<file path="src/rtl/alu_result_stage.sv">
// alu_result_stage: registered result stage behind the 8-bit adder.
// Captures sum/carry/overflow into a 2-entry FIFO, derives N/Z flags at
// capture time, and keeps sticky C/V status and a saturating overflow
// event counter for the ALU status register.
module alu_result_stage #(
    parameter int COUNT_W = 8
) (
    input  logic               clk,
    input  logic               rst,
    input  logic               in_valid,
    input  logic [7:0]         sum,
    input  logic               carry,
    input  logic               overflow,
    output logic               in_ready,
    output logic               out_valid,
    input  logic               out_ready,
    output logic [7:0]         out_result,
    output logic [3:0]         out_flags,
    output logic               sticky_c,
    output logic               sticky_v,
    output logic [COUNT_W-1:0] ovf_count,
    input  logic               clr_sticky
);

    // Entry 0 is always the head; entry 1 is only meaningful at occupancy 2.
    logic [1:0] occ;
    logic [7:0] res0, res1;
    logic [3:0] flg0, flg1;
    logic [3:0] in_flags;
    logic       push, pop;

    // Handshake decode and capture-time flags {N,Z,C,V}.
    assign in_flags  = {sum[7], (sum == 8'h00), carry, overflow};
    assign in_ready  = (occ != 2'd2);
    assign out_valid = (occ != 2'd0);
    assign push      = in_valid && in_ready;
    assign pop       = out_valid && out_ready;

    // Vacated entries are zeroed so an empty queue presents 0 with no stale data.
    assign out_result = res0;
    assign out_flags  = flg0;

    // Shift-register FIFO: pops move entry 1 into the head slot.
    always_ff @(posedge clk) begin
        // NOTE: sequential state uses non-blocking assignments so every
        // register samples the pre-edge values, independent of statement order.
        if (rst) begin
            // NOTE: the two entries are reset explicitly because the empty-queue
            // outputs are read straight from entry 0.
            occ  <= 2'd0;
            res0 <= 8'h00;
            flg0 <= 4'h0;
            res1 <= 8'h00;
            flg1 <= 4'h0;
        end else begin
            case (occ)
                2'd0: begin
                    if (push) begin
                        res0 <= sum;
                        flg0 <= in_flags;
                        occ  <= 2'd1;
                    end
                end
                2'd1: begin
                    if (push && pop) begin
                        res0 <= sum;
                        flg0 <= in_flags;
                    end else if (push) begin
                        res1 <= sum;
                        flg1 <= in_flags;
                        occ  <= 2'd2;
                    end else if (pop) begin
                        res0 <= 8'h00;
                        flg0 <= 4'h0;
                        occ  <= 2'd0;
                    end
                end
                default: begin
                    // Full: no push is possible, only a pop.
                    if (pop) begin
                        res0 <= res1;
                        flg0 <= flg1;
                        res1 <= 8'h00;
                        flg1 <= 4'h0;
                        occ  <= 2'd1;
                    end
                end
            endcase
        end
    end

    // Sticky status: an accepted event beats a simultaneous clear.
    always_ff @(posedge clk) begin
        if (rst) begin
            sticky_c <= 1'b0;
            sticky_v <= 1'b0;
        end else begin
            sticky_c <= (sticky_c && !clr_sticky) || (push && carry);
            sticky_v <= (sticky_v && !clr_sticky) || (push && overflow);
        end
    end

    // Saturating overflow counter; clear with a concurrent event restarts at 1.
    always_ff @(posedge clk) begin
        if (rst) begin
            ovf_count <= '0;
        end else if (push && overflow) begin
            if (clr_sticky) begin
                ovf_count <= COUNT_W'(1);
            end else if (!(&ovf_count)) begin
                ovf_count <= ovf_count + COUNT_W'(1);
            end
        end else if (clr_sticky) begin
            ovf_count <= '0;
        end
    end

endmodule

</file>
<file path="config.mk">
export PLATFORM = sky130hd
export DESIGN_NAME = alu_result_stage
export DESIGN_NICKNAME = d
export VERILOG_FILES = /design/src/rtl/alu_result_stage.sv
export SDC_FILE = /design/constraint.sdc
export NUM_CORES = 1
export LEC_CHECK = 0
export CORE_ASPECT_RATIO = 0.6
export CORE_MARGIN = 10
export CORE_UTILIZATION = 45
export CTS_CLUSTER_DIAMETER = 80
export CTS_CLUSTER_SIZE = 16
export DETAILED_ROUTE_END_ITERATION = 10
export GPL_TIMING_DRIVEN = 0
export PLACE_DENSITY = 0.83
export SLEW_MARGIN = 20
export SYNTH_ARGS = -nofsm -noshare
export SYNTH_HDL_FRONTEND = slang
export SYNTH_SLANG_ARGS = --single-unit
export TNS_END_PERCENT = 50
</file>
<file path="constraint.sdc">
create_clock -name clk -period 1.8 [get_ports clk]
set_input_delay 0.18 -clock clk [delete_from_list [all_inputs] [get_ports clk]]
set_output_delay 0.18 -clock clk [all_outputs]
set_load 0.02 [all_outputs]
</file>
After elaboration in Yosys (flattened, before gate mapping). Cells that the tools add are included. Widths: inputs -> output; s select.

Register bits: 36. Latch bits: 0. Memory bits (writable): 0. ROM bits: 0. Input port bits: 15. Output and inout bits: 24. Logic and storage cells: 66. Memories: 0.

Add/subtract/negate cells: 1. Multiply operators: 0. Div/mod/pow operators: 0. Order comparisons: 0. Equality and inequality tests: 9. Shifts and indexed selects: 0. Mux-type cells: 26. Bitwise logic cells: 1. Reduce and logical (&&, ||, !) cells: 21.

Operators with widths (count): $mux 8 (10); $pmux 8 s2 (2); $mux 4 (6); $pmux 4 s2 (2); $reduce_and 4->1 (3); $mux 2 (5); $ne 2x2->1 const B (5); $ne 3x3->1 const B (3); $add 8x1->8 const B (1); $logic_not 8->1 (1); $reduce_and 8->1 (1); $logic_and 1x1->1 (7); $reduce_bool 2->1 (3); $pmux 2 s2 (1); $reduce_bool 3->1 (1); $eq 2x1->1 const B (1); $logic_not 2->1 (1); $logic_or 1x1->1 (2); $reduce_and 2->1 (1); $logic_not 1->1 (1); $not 1->1 (1).

Depth between registers and ports, before layout.
Word-level depth: 6. Depth in mapped cells: 6. Depth with buffers taken out: 4.

Worst setup path after synthesis. OpenSTA, ideal clock, no wires.

Kind: flip-flop to flip-flop. Start point: register ovf_count[2]. End point: register ovf_count[7]. Setup time: 0.116 ns. Arrival time: 1.477 ns. Required time: 1.684 ns. Setup slack: 0.207 ns. Cell stages (with the launch flop): 5. Path buffers: 0. Period minus slack after synthesis: 1.593 ns. Cell sequence: dfxtp_1 and4_4 nand2_1 or4_1 o211a_1.

Longest elaborated chain between the ends: 4. Elaborated cells on any way between the ends: 7. Classes of those cells: add/sub: 1; eq/ne: 1; mux: 3; reduce/logical: 2.

RTL lines: start: declaration (RTL line 21) `output logic [COUNT_W-1:0] ovf_count,`; start signal: assignment (RTL line 111) `ovf_count <= ovf_count + COUNT_W'(1);`; $add 8x1->8 (RTL line 111); $mux 8 (RTL line 110) `end else if (!(&ovf_count)) begin`; $mux 8 (RTL line 108) `if (clr_sticky) begin`; $mux 8 (RTL line 107) `end else if (push && overflow) begin`.

Several ways; a longest one is shown, not always the timed one. The select of a mux whose other input is x is not followed. A chain may end at the register's enable or synchronous reset.

Worst setup path in the final report.
Start point: register occ[1]. End point: output port out_valid.

Longest elaborated chain between the ends: 1.

RTL lines: start: declaration (RTL line 26) `logic [1:0] occ;`; start signal: assignment (RTL line 50) `occ <= 2'd0;`; start signal: assignment (RTL line 61) `occ <= 2'd1;`; start signal: assignment (RTL line 71) `occ <= 2'd2;`; $reduce_bool 2->1 (RTL line 35) `assign out_valid = (occ != 2'd0);`; end: declaration (RTL line 15) `output logic out_valid,`.

Every way passes these cells.

==> out/qor.csv <==
metric,value,unit
finalNonFillerCells,269,
cp-end-kind,output pin,
finalSetupTns,0,ns
synth_seq_cells,34,
crit_arrival,1.54,ns
switching_share,0.246,
cts_tree,yes,
placedCellCount,262,
fin_crit,1.72,ns
rrSetupSlack,0.15,ns
gp_congestion,0.844,
finalHoldViolations,0,
dp_slack,-0.0437,ns
p_int,0.00137,W
worstMarginPinSlew,0.499,ns
grt_setup_unrepaired,false,
die_w,96.3,um
final_layout_size_suffix_gt1_frac,0.107,
vias_per_cell,5.71,
synth_fp_nets,196,
io_pins,39,
avgSynthCellArea,8.74,um2
crit_fanout,10,
dr_total_vias,1537,
cp-startpoint,occ[1]$_SDFFE_PP0P_,
holdPathEnd,occ[1]$_SDFFE_PP0P_,
clock.fmax,582,MHz
post-route-drc-count,0,
r2r_cells,4,
synth_top_area_cell,dfxtp_1,
power.leakage,0.766,nW
die_area,6340,um2
finalPower,0.00182,W
wirelength,4290,um
ys_warn_count,0,
nets,240,
whs_path_depth,2,
ant_nets,0,
power_frac_clock,0.386,
first_global_vias,1382,
yosysSeqAreaShare,0.433,
worstPathRequired,1.62,ns
power_frac_comb,0.170,
fin_worst_skew,0.00661,ns
syn2layout_area_growth,34.4,%
htreeDepth,2,
synth_top_area_frac,0.433,
clk_path_buf_depth,2,
crit_type,flop to output pin,
numPortBuffers,37,
grt_util_all_layers,0.136,
grt_pass1_wl,6780,um
holdCritPathClass,primary input to flop,
finalWorstSetupSlack,0.0827,ns
antenna_found_initial,0,
diodes,0,
worstHoldStart,out_ready,
synth_cell_types,41,
firstDrtPassIters,4,
r2r-end,ovf_count[5]$_SDFFE_PP0P_,
fp-row-count,16,
cap_viol_max_count,0,
cts_made_buffers,5,
die_h,65.8,um
drt-initial-drc-count,135,
start_kind,flop,
outcome,completed,
cts_root_buffer,clkbuf_8,
pwr_density_cell,859,nW/um2
min_period_over_period,0.954,
initial_utilization,0.476,
clk-insertion-delay-late,0.28,ns
clk_pin_slew,0.06,ns
post_cts_buffers,0,
synth_area_leaders,"dfxtp_1, a221oi_1, a21oi_1",
finalSetupViolations,0,
synth_cells,180,
dp_hpwl,3220,um
maxSlewViolCount,0,
grt_start_max_net_pins,11,
wl_per_cell,16.0,um
clock-sinks,34,
fp.coreArea,3300,um2
p_sw,0.000446,W
ir_drop,0.000557,V
reg2reg_from,ovf_count[0]$_SDFFE_PP0P_,
gr-total-overflow,0,
pwr-share-seq,0.444,
syn_area,1570,um2
max_slew_margin,0.664,
final_core_util,0.640,
cells in the mapped netlist, drive strengths merged:
master / number
a211oi: 1
a21oi: 16
a221oi: 11
a22oi: 3
a311oi: 1
a31oi: 2
a32oi: 1
a41o: 1
a41oi: 1
and3: 2
and3b: 1
and4: 2
and4bb: 1
buf: 9
clkbuf: 7
dfxtp: 34
ha: 1
inv: 2
mux2: 1
mux2i: 3
nand2: 15
nand2b: 3
nand3: 5
nand3b: 2
nand4b: 8
nor2: 19
nor2b: 1
nor3: 14
nor4: 1
o211a: 1
o211ai: 1
o21ai: 2
o31ai: 1
or2: 1
or3: 2
or4: 4
flip-flops by register name (all words and copies together), names as in the netlist:
name and cells:
sticky_c 1, ovf_count 8, out_flags 4, sticky_v 1, occ 2, res1 8, flg1 3, out_result 7
cell families (layout without fill, tap and decap cells):
kind of cell	after synthesis	count (layout)	share of synthesized area
AO/OA/AOI/OAI	42	42	0.185
adder cells (fa/ha/maj)	1	1	0.00795
AND/OR/NAND/NOR	81	81	0.295
buffers and inverters	18	62	0.0533
multiplexers	4	4	0.0263
flip-flops	34	34	0.433
placed cells by master (no fill, tap or decap), drive strengths merged, types with 2 or more instances in the layout:
master / Yosys / final
clkdlybuf4s50: 0 / 37
dfxtp: 34 / 34
nor2: 19 / 19
a21oi: 16 / 16
nand2: 15 / 15
nor3: 14 / 14
clkbuf: 7 / 13
a221oi: 11 / 11
buf: 9 / 9
nand4b: 8 / 8
nand3: 5 / 5
or4: 4 / 4
a22oi: 3 / 3
mux2i: 3 / 3
nand2b: 3 / 3
inv: 2 / 2
and3: 2 / 2
and4: 2 / 2
a31oi: 2 / 2
or3: 2 / 2
nand3b: 2 / 2
o21ai: 2 / 2
repair_timing:
action | 4_1_cts | 5_1_grt
resized for setup | 0 | 1
hold buffers | 0 | 0
setup endpoints to repair | 0 | 1
how the worst max path moves through the flow:
stage	cells past startpoint	slack (ns)	endpoint
6_report	4	0.08	out_valid
5_1_grt	4	0.02	out_valid
4_1_cts	4	0.03	out_valid
3_5_place_dp	7	-0.04	flg1[2]$_SDFFE_PP0P_
3_3_place_gp	7	-0.001	out_result[6]$_SDFFE_PP0P_
2_1_floorplan	4	0.21	ovf_count[7]$_SDFFE_PP0P_
routing by layer:
metal	global-route usage	up-vias	share of wire
met3	0.0544	5	0.10
li1	-	763	-
met5	0	-	0
met2	0.183	62	0.41
met4	0.0415	0	0.0072
met1	0.192	707	0.48
power groups by stage:
| stage | Sequential [W] | Combinational, W | Clock [W] |
|---|---|---|---|
| 6_report | 0.000806 | 0.000308 | 0.000702 |
| 5_1_grt | 0.000810 | 0.000333 | 0.000746 |
| 4_1_cts | 0.000806 | 0.000308 | 0.000713 |
| 3_5_place_dp | 0.000823 | 0.000306 | 0 |
| 3_3_place_gp | 0.000821 | 0.000305 | 0 |
| 2_1_floorplan | 0.000855 | 0.000134 | 0 |
stage by stage:
| stage | hold slack [ns] | instance area, um2 |
|---|---|---|
| after global placement | 0.441 | 2000 |
| after global routing | 0.202 | 2110 |
| after detailed placement | 0.448 | 2000 |
| final | 0.201 | 2110 |
| after CTS | 0.198 | 2110 |
| after floorplan | 0.341 | 1570 |
worst max-delay path, stage by stage, from the launching register on:
cell and delay (ns):
dfxtp_1 0.30, buf_2 0.22, nor2_2 0.09, inv_1 0.06
clkdlybuf4s50_1 0.59
cell type report:
class	instances	area (um2)
Timing Repair Buffer	37	370
Buffer	16	76.3
Inverter	2	7.51
Fill cell	306	1190
Sequential cell	34	681
Multi-Input combinational cell	128	811
Clock buffer	6	82.6
Tap cell	45	56.3
Clock inverter	1	30.0
Note: power is estimated with default switching activity, not from simulation.
